$ cat src/rtl/rtc_pkg.sv
// Shared register-map offsets, CTRL/ACTRL bit positions and address decode
// classes for the rtc_alarm register window.
package rtc_pkg;

  localparam logic [23:0] CTRL_OFS     = 24'd0;
  localparam logic [23:0] TIMER_OFS    = 24'd1;
  localparam logic [23:0] SUBSEC_OFS   = 24'd7;
  localparam logic [23:0] ALARM_OFS    = 24'd8;
  localparam logic [23:0] ALARM_STRIDE = 24'd8;

  localparam int unsigned CTRL_EN    = 0;
  localparam int unsigned CTRL_CLEAR = 1;
  localparam int unsigned CTRL_SNAP  = 2;
  localparam int unsigned CTRL_OVF   = 7;

  localparam int unsigned ACTRL_ARM  = 0;
  localparam int unsigned ACTRL_PEND = 1;

  typedef enum logic [2:0] {
    SEL_NONE,
    SEL_CTRL,
    SEL_TIMER,
    SEL_SUBSEC,
    SEL_ALARM
  } reg_sel_e;

endpackage

$ cat src/rtl/rtc_alarm_ch.sv
// One alarm compare channel: compare register, ARM/PEND bits, match on the
// timer-increment strobe and a one-cycle irq pulse.
module rtc_alarm_ch
  import rtc_pkg::*;
#(
  parameter int unsigned TIMER_BYTES = 3,
  localparam int unsigned TW = 8 * TIMER_BYTES
) (
  input  logic          clk,
  input  logic          reset,
  input  logic          wr_en,
  input  logic [2:0]    ofs,
  input  logic [7:0]    wr_data,
  input  logic          inc,
  input  logic [TW-1:0] timer_new,
  output logic [7:0]    rd_data,
  output logic          irq
);

  logic [TW-1:0] cmp;
  logic          arm;
  logic          pend;
  logic          match;
  logic          actrl_wr;

  assign match    = inc && arm && (timer_new == cmp);
  assign actrl_wr = wr_en && (ofs == 3'd0);

  always_ff @(posedge clk) begin
    if (reset) begin
      cmp  <= '0;
      arm  <= 1'b0;
      pend <= 1'b0;
      irq  <= 1'b0;
    end else begin
      irq <= match;
      if (actrl_wr) arm <= wr_data[ACTRL_ARM];
      if (match) pend <= 1'b1;
      else if (actrl_wr && wr_data[ACTRL_PEND]) pend <= 1'b0;
      for (int unsigned k = 0; k < TIMER_BYTES; k++) begin
        if (wr_en && (ofs == 3'(k + 1))) cmp[8*k +: 8] <= wr_data;
      end
    end
  end

  always_comb begin
    rd_data = '0;
    if (ofs == 3'd0) begin
      rd_data[ACTRL_ARM]  = arm;
      rd_data[ACTRL_PEND] = pend;
    end
    for (int unsigned k = 0; k < TIMER_BYTES; k++) begin
      if (ofs == 3'(k + 1)) rd_data = cmp[8*k +: 8];
    end
  end

endmodule

$ cat src/rtl/rtc_alarm.sv
// Prescaled real-time counter with snapshot, sticky overflow and alarm channels.
// Define RTC_SUBSECOND_READ_EN to expose the live prescaler MSBs at offset +7.
module rtc_alarm
  import rtc_pkg::*;
#(
  parameter int unsigned TIMER_BYTES   = 3,
  parameter int unsigned PRESCALE_BITS = 15,
  parameter int unsigned NUM_ALARMS    = 2,
  parameter logic [23:0] BASE_ADDR     = 24'h2008
) (
  input  logic                  clk,
  input  logic                  reset,
  input  logic                  clk_ce,
  input  logic                  clk_rt_ce,
  input  logic                  bus_write,
  input  logic [23:0]           bus_address_in,
  input  logic [7:0]            bus_data_in,
  output logic [7:0]            bus_data_out,
  output logic [NUM_ALARMS-1:0] irq_alarm,
  output logic                  irq_overflow
);

  localparam int unsigned TW = 8 * TIMER_BYTES;

  logic                     en;
  logic                     ovf;
  logic [TW-1:0]            timer;
  logic [TW-1:0]            snapshot;
  logic [TW-1:0]            timer_next;
  logic [TW-1:0]            timer_loaded;
  logic [PRESCALE_BITS-1:0] prescale;

  logic [23:0] ofs;
  logic        in_win;
  reg_sel_e    sel;
  logic        wr, ctrl_wr, clear, snap, timer_wr, tick, inc, wrap;

  logic [NUM_ALARMS-1:0] ch_sel;
  logic [7:0]            ch_rd [NUM_ALARMS];

  assign ofs    = bus_address_in - BASE_ADDR;
  assign in_win = bus_address_in >= BASE_ADDR;

  always_comb begin
    sel = SEL_NONE;
    if (in_win) begin
      if (ofs == CTRL_OFS) sel = SEL_CTRL;
      else if (ofs >= TIMER_OFS && ofs < TIMER_OFS + 24'(TIMER_BYTES)) sel = SEL_TIMER;
      else if (ofs == SUBSEC_OFS) sel = SEL_SUBSEC;
      else if (ofs >= ALARM_OFS && ofs < ALARM_OFS + ALARM_STRIDE * 24'(NUM_ALARMS))
        sel = SEL_ALARM;
    end
  end

  assign wr       = clk_ce && bus_write;
  assign ctrl_wr  = wr && (sel == SEL_CTRL);
  assign clear    = ctrl_wr && bus_data_in[CTRL_CLEAR];
  assign snap     = ctrl_wr && bus_data_in[CTRL_SNAP];
  assign timer_wr = wr && (sel == SEL_TIMER);
  assign tick     = en && clk_rt_ce;
  // CLEAR and byte loads both suppress the carry, so alarms/overflow never see them
  assign inc      = tick && (&prescale) && !clear && !timer_wr;
  assign wrap     = inc && (&timer);

  assign timer_next = timer + TW'(1);

  always_comb begin
    timer_loaded = timer;
    for (int unsigned k = 0; k < TIMER_BYTES; k++) begin
      if (ofs == TIMER_OFS + 24'(k)) timer_loaded[8*k +: 8] = bus_data_in;
    end
  end

  always_ff @(posedge clk) begin
    if (reset) begin
      en           <= 1'b0;
      ovf          <= 1'b0;
      timer        <= '0;
      prescale     <= '0;
      snapshot     <= '0;
      irq_overflow <= 1'b0;
    end else begin
      irq_overflow <= wrap;
      if (ctrl_wr) en <= bus_data_in[CTRL_EN];
      if (wrap) ovf <= 1'b1;
      else if (ctrl_wr && bus_data_in[CTRL_OVF]) ovf <= 1'b0;
      if (clear) begin
        timer    <= '0;
        prescale <= '0;
        snapshot <= '0;
      end else begin
        if (tick) prescale <= prescale + PRESCALE_BITS'(1);
        if (timer_wr) timer <= timer_loaded;
        else if (inc) timer <= timer_next;
        if (snap) snapshot <= timer;
      end
    end
  end

  for (genvar a = 0; a < NUM_ALARMS; a++) begin : g_ch
    localparam logic [23:0] CH_BASE = ALARM_OFS + ALARM_STRIDE * 24'(a);

    assign ch_sel[a] = (sel == SEL_ALARM) && (ofs >= CH_BASE) && (ofs < CH_BASE + ALARM_STRIDE);

    rtc_alarm_ch #(
      .TIMER_BYTES(TIMER_BYTES)
    ) u_ch (
      .clk      (clk),
      .reset    (reset),
      .wr_en    (wr && ch_sel[a]),
      .ofs      (3'(ofs - CH_BASE)),
      .wr_data  (bus_data_in),
      .inc      (inc),
      .timer_new(timer_next),
      .rd_data  (ch_rd[a]),
      .irq      (irq_alarm[a])
    );
  end

  always_comb begin
    bus_data_out = '0;
    case (sel)
      SEL_CTRL: begin
        bus_data_out[CTRL_EN]  = en;
        bus_data_out[CTRL_OVF] = ovf;
      end
      SEL_TIMER: begin
        for (int unsigned k = 0; k < TIMER_BYTES; k++) begin
          if (ofs == TIMER_OFS + 24'(k)) bus_data_out = snapshot[8*k +: 8];
        end
      end
      SEL_SUBSEC: begin
`ifdef RTC_SUBSECOND_READ_EN
        bus_data_out = prescale[PRESCALE_BITS-1 -: 8];
`endif
      end
      SEL_ALARM: begin
        for (int unsigned a = 0; a < NUM_ALARMS; a++) begin
          if (ch_sel[a]) bus_data_out = ch_rd[a];
        end
      end
      default: ;
    endcase
  end

endmodule

$ cat config.mk
export PLATFORM = sky130hd
export DESIGN_NAME = rtc_alarm
export DESIGN_NICKNAME = d
export VERILOG_FILES = /design/src/rtl/rtc_pkg.sv /design/src/rtl/rtc_alarm_ch.sv /design/src/rtl/rtc_alarm.sv
export SDC_FILE = /design/constraint.sdc
export NUM_CORES = 1
export LEC_CHECK = 0
export ABC_CLOCK_PERIOD_IN_PS = 2730
export BUFFER_PORTS_ARGS = -buffer_cell sky130_fd_sc_hd__clkbuf_2
export CAP_MARGIN = 5
export CORE_ASPECT_RATIO = 0.75
export CORE_MARGIN = 2
export CORE_UTILIZATION = 56
export DETAILED_ROUTE_END_ITERATION = 10
export PLACE_DENSITY_LB_ADDON = 0.1
export SYNTH_ARGS = -nofsm -noshare
export SYNTH_HDL_FRONTEND = slang
export SYNTH_SLANG_ARGS = --single-unit
$ cat constraint.sdc
create_clock -name clk -period 2.73 [get_ports clk]
set_input_delay 0.1365 -clock clk [delete_from_list [all_inputs] [get_ports clk]]
set_output_delay 0.1365 -clock clk [all_outputs]
set_load 0.05 [all_outputs]
After elaboration in Yosys (flattened, before gate mapping). Cells that the tools add are included.

Register bits after elaboration: 120. Logic and storage cells: 130.

Equality and inequality tests: 18. Mux-type cells: 32. Reductions and logical operators: 48. Add/sub/neg operators: 5. Magnitude comparators: 7.

Operators by type and width (count): 2-to-1 mux 8 bit (14); == test 24 x 2 -> 1 bit, second input constant (2); == test 24 bit (2); less-than comparator 24 x 5 -> 1 bit, second input constant (2); 2-to-1 mux 24 bit (2); logical AND 1 bit (33); adder 24 x 1 -> 24 bit, second input constant (1); == test 24 x 1 -> 1 bit, second input constant (1); == test 24 x 3 -> 1 bit, second input constant (1); >= comparator 24 x 1 -> 1 bit, second input constant (1); >= comparator 24 x 14 -> 1 bit, second input constant (1); >= comparator 24 x 4 -> 1 bit, second input constant (1); >= comparator 24 x 5 -> 1 bit, second input constant (1); zero test 24 bit (1); less-than comparator 24 x 3 -> 1 bit, second input constant (1); AND reduction 24 bit (1); subtractor 24 x 14 -> 24 bit, second input constant (1); adder 15 x 1 -> 15 bit, second input constant (1); == test 3 x 2 -> 1 bit, second input constant (5); 2-to-1 mux 3 bit (5); AND reduction 15 bit (1); case mux 6 bit (2 select lines) (1); == test 3 x 1 -> 1 bit, second input constant (3); nonzero test 2 bit (4); 10 further kinds (24).

Depth between registers and ports, before layout.
Depth in word-level cells: 17. Mapped depth: 14. Depth with buffers taken out: 10.

Modules after synthesis. Synthesis repeated with hierarchy kept, for this count alone.

Cells, all modules: 933. Area total of the unflattened synthesis: 7465.9 um^2.

Modules (own cells, without submodules): rtc_alarm (instances 1, sequential area each 1321.3 um^2, cells an instance 587, area an instance 4530.6 um^2); rtc_alarm_ch (instances 2, sequential area each 540.5 um^2, cells an instance 173, area an instance 1467.7 um^2).

Worst setup path after synthesis. No wires, ideal clock.

Kind: in2out. Start: input bus_address_in[3]. End: output bus_data_out[2]. Setup slack: -1172 ps. Stages on the path: 11. Data required time: 2594 ps. Arrival time: 3765 ps. Path buffers: 2. Path through: buf_2 -> clkinv_1 -> ha_1 -> o21bai_1 -> nand2_1 -> a22oi_1 -> or4_1 -> clkbuf_1 -> or3_1 -> or3_1 -> o21ai_0.

Cells in the longest elaborated chain, start to end: 14. Elaborated cells between the ends (all ways): 32.

RTL lines: from (decl) (RTL line rtc_alarm.sv:16) `input logic [23:0] bus_address_in,`; subtractor 24 x 14 -> 24 bit (RTL line rtc_alarm.sv:41) `assign ofs = bus_address_in - BASE_ADDR;`; >= comparator 24 x 4 -> 1 bit or less-than comparator 24 x 5 -> 1 bit (tied branches) (RTL line rtc_alarm.sv:50, rtc_alarm.sv:103); logical AND 1 bit (RTL line rtc_alarm.sv:50) `else if (ofs >= ALARM_OFS && ofs < ALARM_OFS + ALARM_STRIDE * 24'(NUM_ALARMS))`; 2-to-1 mux 3 bit (RTL line rtc_alarm.sv:50); 2-to-1 mux 3 bit (RTL line rtc_alarm.sv:49) `else if (ofs == SUBSEC_OFS) sel = SEL_SUBSEC;`; 2-to-1 mux 3 bit (RTL line rtc_alarm.sv:48) `else if (ofs >= TIMER_OFS && ofs < TIMER_OFS + 24'(TIMER_BYTES)) sel = SEL_TIMER;`; 2-to-1 mux 3 bit (RTL line rtc_alarm.sv:47) `if (ofs == CTRL_OFS) sel = SEL_CTRL;`; 2-to-1 mux 3 bit (RTL line rtc_alarm.sv:46) `if (in_win) begin`; == test 3 bit (RTL line rtc_alarm.sv:103, rtc_alarm.sv:122); logical AND 1 bit (2 in series) (RTL line rtc_alarm.sv:103) `assign ch_sel[a] = (sel == SEL_ALARM) && (ofs >= CH_BASE) && (ofs < CH_BASE + ALARM_STRIDE);`; 2-to-1 mux 8 bit (2 in series) (RTL line rtc_alarm.sv:139) `if (ch_sel[a]) bus_data_out = ch_rd[a];`; case mux 6 bit (2 select lines) * (RTL line rtc_alarm.sv:122) `case (sel)`; to (decl) (RTL line rtc_alarm.sv:18) `output logic [7:0] bus_data_out,`.

Every way passes the cells marked *; elsewhere a longest branch is shown, timed or not.

Worst setup path in the final report.
Start: input bus_address_in[4]. End: output bus_data_out[3].

The elaborated chain is that of the path after synthesis.

==> reports/results.ini <==
[outcome]
outcome = finished, violations left
violations = setup timing

[placement]
place.gp.congestion = 0.9795
dp_hpwl_um = 21730
postPlaceCellArea_mm2 = 0.009234
place_inst = 1240
io_buffers = 47

[finish]
area_growth_pct = 45.80
layoutNonFillerInstCount = 1312
fin_area_mm2 = 0.01102
final_util_pct = 84.09
final_nets = 1168
layout-drive-gt1-share_pct = 38.95

[hold_path]
hold_path.startpoint = bus_data_in[5]
hold_path_class = primary input to flop

[route]
ant_nets = 0
wl_per_cell_um = 25.61
drt_pass1_iterations = 7
dr_total_vias = 8979
wl_um = 33600
drc_errors = 0
via_per_inst = 6.844
drt-initial-drc-count = 1465

[power]
powerDensity_mw_per_mm2 = 394.5
power.share.sequential_pct = 40.2
p_sw_share_pct = 28.71
clockPowerShare_pct = 52.5
switching_power_mw = 1.248
leakagePower_nw = 4.402
peakVddDrop_uv = 695.8
comb_power_share_pct = 7.3
internal_power_mw = 3.100

[clock_network]
numCtsBuffers = 17
cts_tree = yes
clk_pin_slew_worst_paths_ps = 60
insertion_delay_ps = 440
clockRootBuffer = clkbuf_16
clock_sinks = 120
cts_buffer_depth = 2
htree_num_levels = 4

[timing]
setup_viol = 67
slew_viol_final = 0
finClkSkew_ps = 18.37
finalCriticalPeriod_ps = 3089
relSlewSlack_pct = 56.95
hold-worst-slack_ps = 166.6
max_freq_mhz = 323.7
tns_ps = -7835
worst_pin_slew_ps = 641.1
hold_viol_final = 0
finalWorstSetupSlack_ps = -359.4
finalCritPeriodShare_pct = 113.2
grt_setup_unrepaired = true

[logic_synthesis]
ys.flop_type = dfxtp_1
yosys_warnings = 0
synthTopCellsByArea = dfxtp_1 (32%), mux2i_1 (6.0%), xnor2_1 (5.4%), nand2_1 (5.1%), a21oi_1 (5.0%)
yosys.area.top_type = dfxtp_1
async_flop_share_pct = 0
synth_cell_types = 80
synth_commonest_cells = dfxtp_1 (120), nand2_1 (103), nor2_1 (80)
synth-seq-cells = 120
synth-seq-area-share_pct = 31.78
synth_top_area_share_pct = 31.78
synth_area_mm2 = 0.007560
synthMostInstantiatedCell = dfxtp_1
synth_edf_count = 0
syn_avg_cell_area_um2 = 8.094
syn_inst = 934
syn_nets = 975

[critical_path]
arrival_ps = 2950
start_kind = primary input
crit_fanout = 4
worstSetupPathType = primary input to primary output
timing.rr.start = timer[18]
startpoint = bus_address_in[4]
worstPathRequired_ps = 2590
crit_path_end_kind = primary output

[grt]
grt_pass1_wl_um = 44250
grt_max_degree = 36
antenna_found_initial = 1
grt-ovfl-total = 0
grt_pass1_vias = 7830
track_usage_pct = 39.75

[floorplanning]
io-pin-count = 48
start_util_pct = 57.67
rows = 36
coreArea_mm2 = 0.01311
chipWidth_um = 138.2
fp.dieH_um = 104.6
die-area_mm2 = 0.01445

[run]
maxCapViolations = 0

==> power by group through the flow <==
stage          Combinational [mW]  Sequential [mW]  Clock [mW]
5_1_grt                     0.324             1.75        2.35
4_1_cts                     0.270             1.75        2.26
6_report                    0.316             1.75        2.28
3_5_place_dp                0.262             1.79           0
3_3_place_gp                0.255             1.79           0
2_1_floorplan               0.128             1.79           0
==> routing by layer <==
| layer | share of wire, % | GRT usage (%) | wire, µm | vias to the layer above |
|---|---|---|---|---|
| met5 | 0.039 | 0 | 13 | - |
| met4 | 5.4 | 15.23 | 1831 | 2 |
| met3 | 15 | 16.27 | 5093 | 204 |
| met2 | 42 | 56.33 | 13970 | 791 |
| met1 | 38 | 53.85 | 12700 | 4214 |
| li1 | - | - | - | 3768 |
==> area by class of cell <==
cell class                 instances  area [µm²]
sequential                       120        2417
tap                              171       214.0
multi-input combinational        724        5545
clock inverter                    15       171.4
antenna                            1       2.502
clock buffer                      17       425.4
inverter                          16       65.06
fill                             707        2086
timing repair buffer             248        2181
==> through the flow <==
stage	power [mW]	worst slack [ps]
after floorplan	1.918	-273.3
after global placement	2.045	-378.9
after detailed placement	2.052	-477.2
after CTS	4.282	-271.9
after global routing	4.418	-386.5
final	4.348	-359.4
==> path summary, 6_finish.rpt <==
path                                        endpoint  slack (ps)  cells after the start
worst max-delay path                 bus_data_out[3]        -360                     10
worst min-delay path            g_ch[1].u_ch.cmp[21]         170                      3
worst max register to register     g_ch[1].u_ch.pend        -250                      9
worst min register to register           snapshot[5]         460                      2
==> cell families after synthesis <==
kind of cell    Yosys count  synth area share (%)
simple gates            375                 25.44
mux                      68                 10.13
xor+xnor                 81                 9.765
compound gates          196                 17.13
fa+ha+maj                 4                0.6621
flops                   120                 31.78
buf+inv                  90                 5.098
==> flip-flops by register name (all words and copies together), names as in the netlist <==
signal          flops
timer              24
g_ch.u_ch.pend      2
prescale           15
g_ch.u_ch.cmp      48
irq_overflow        1
snapshot           24
ovf                 1
g_ch.u_ch.irq       2
g_ch.u_ch.arm       2
en                  1
==> worst max-delay path, stage by stage <==
cell,delay [ps]
buf_6,100
or4b_1,570
o21ai_1,140
a22oi_2,120
or4_4,570
or3_4,430
or3_4,410
o22a_1,240
o21ai_4,80
buf_12,150
==> cell usage in the layout, fill, tap and decap left out, types with 7 or more instances in the layout <==
master       n
nor4_1       7
o211ai_1    13
or3_4        7
nand3_1     47
dfxtp_1    108
nor3b_1      7
a21oi_2     14
mux2i_1     37
buf_4      162
buf_6       25
a22oi_1     15
xor2_1      32
o22ai_1      7
clkbuf_2    36
dfxtp_2     12
o21ai_0      9
nand2_1     94
nor3_2       8
mux2i_2      8
inv_1       15
a21oi_1     61
buf_12      12
nor3_1      13
nor3_4      13
and3_1      11
clkbuf_16   23
nand4_1     16
xnor2_1     43
nor2_1      72
o21ai_1     13
mux2_2      18
==> repair_timing <==
item / CTS / global route
endpoints found under the setup margin: 19 / 59
setup buffers: 8 / 22
gates resized for setup: 25 / 172
cloned: 1 / 7
hold buffers: 1 / 0
pin swaps: 21 / 73
endpoints found under the hold margin: 1 / 0
Note: power is estimated with default switching activity, not from simulation.
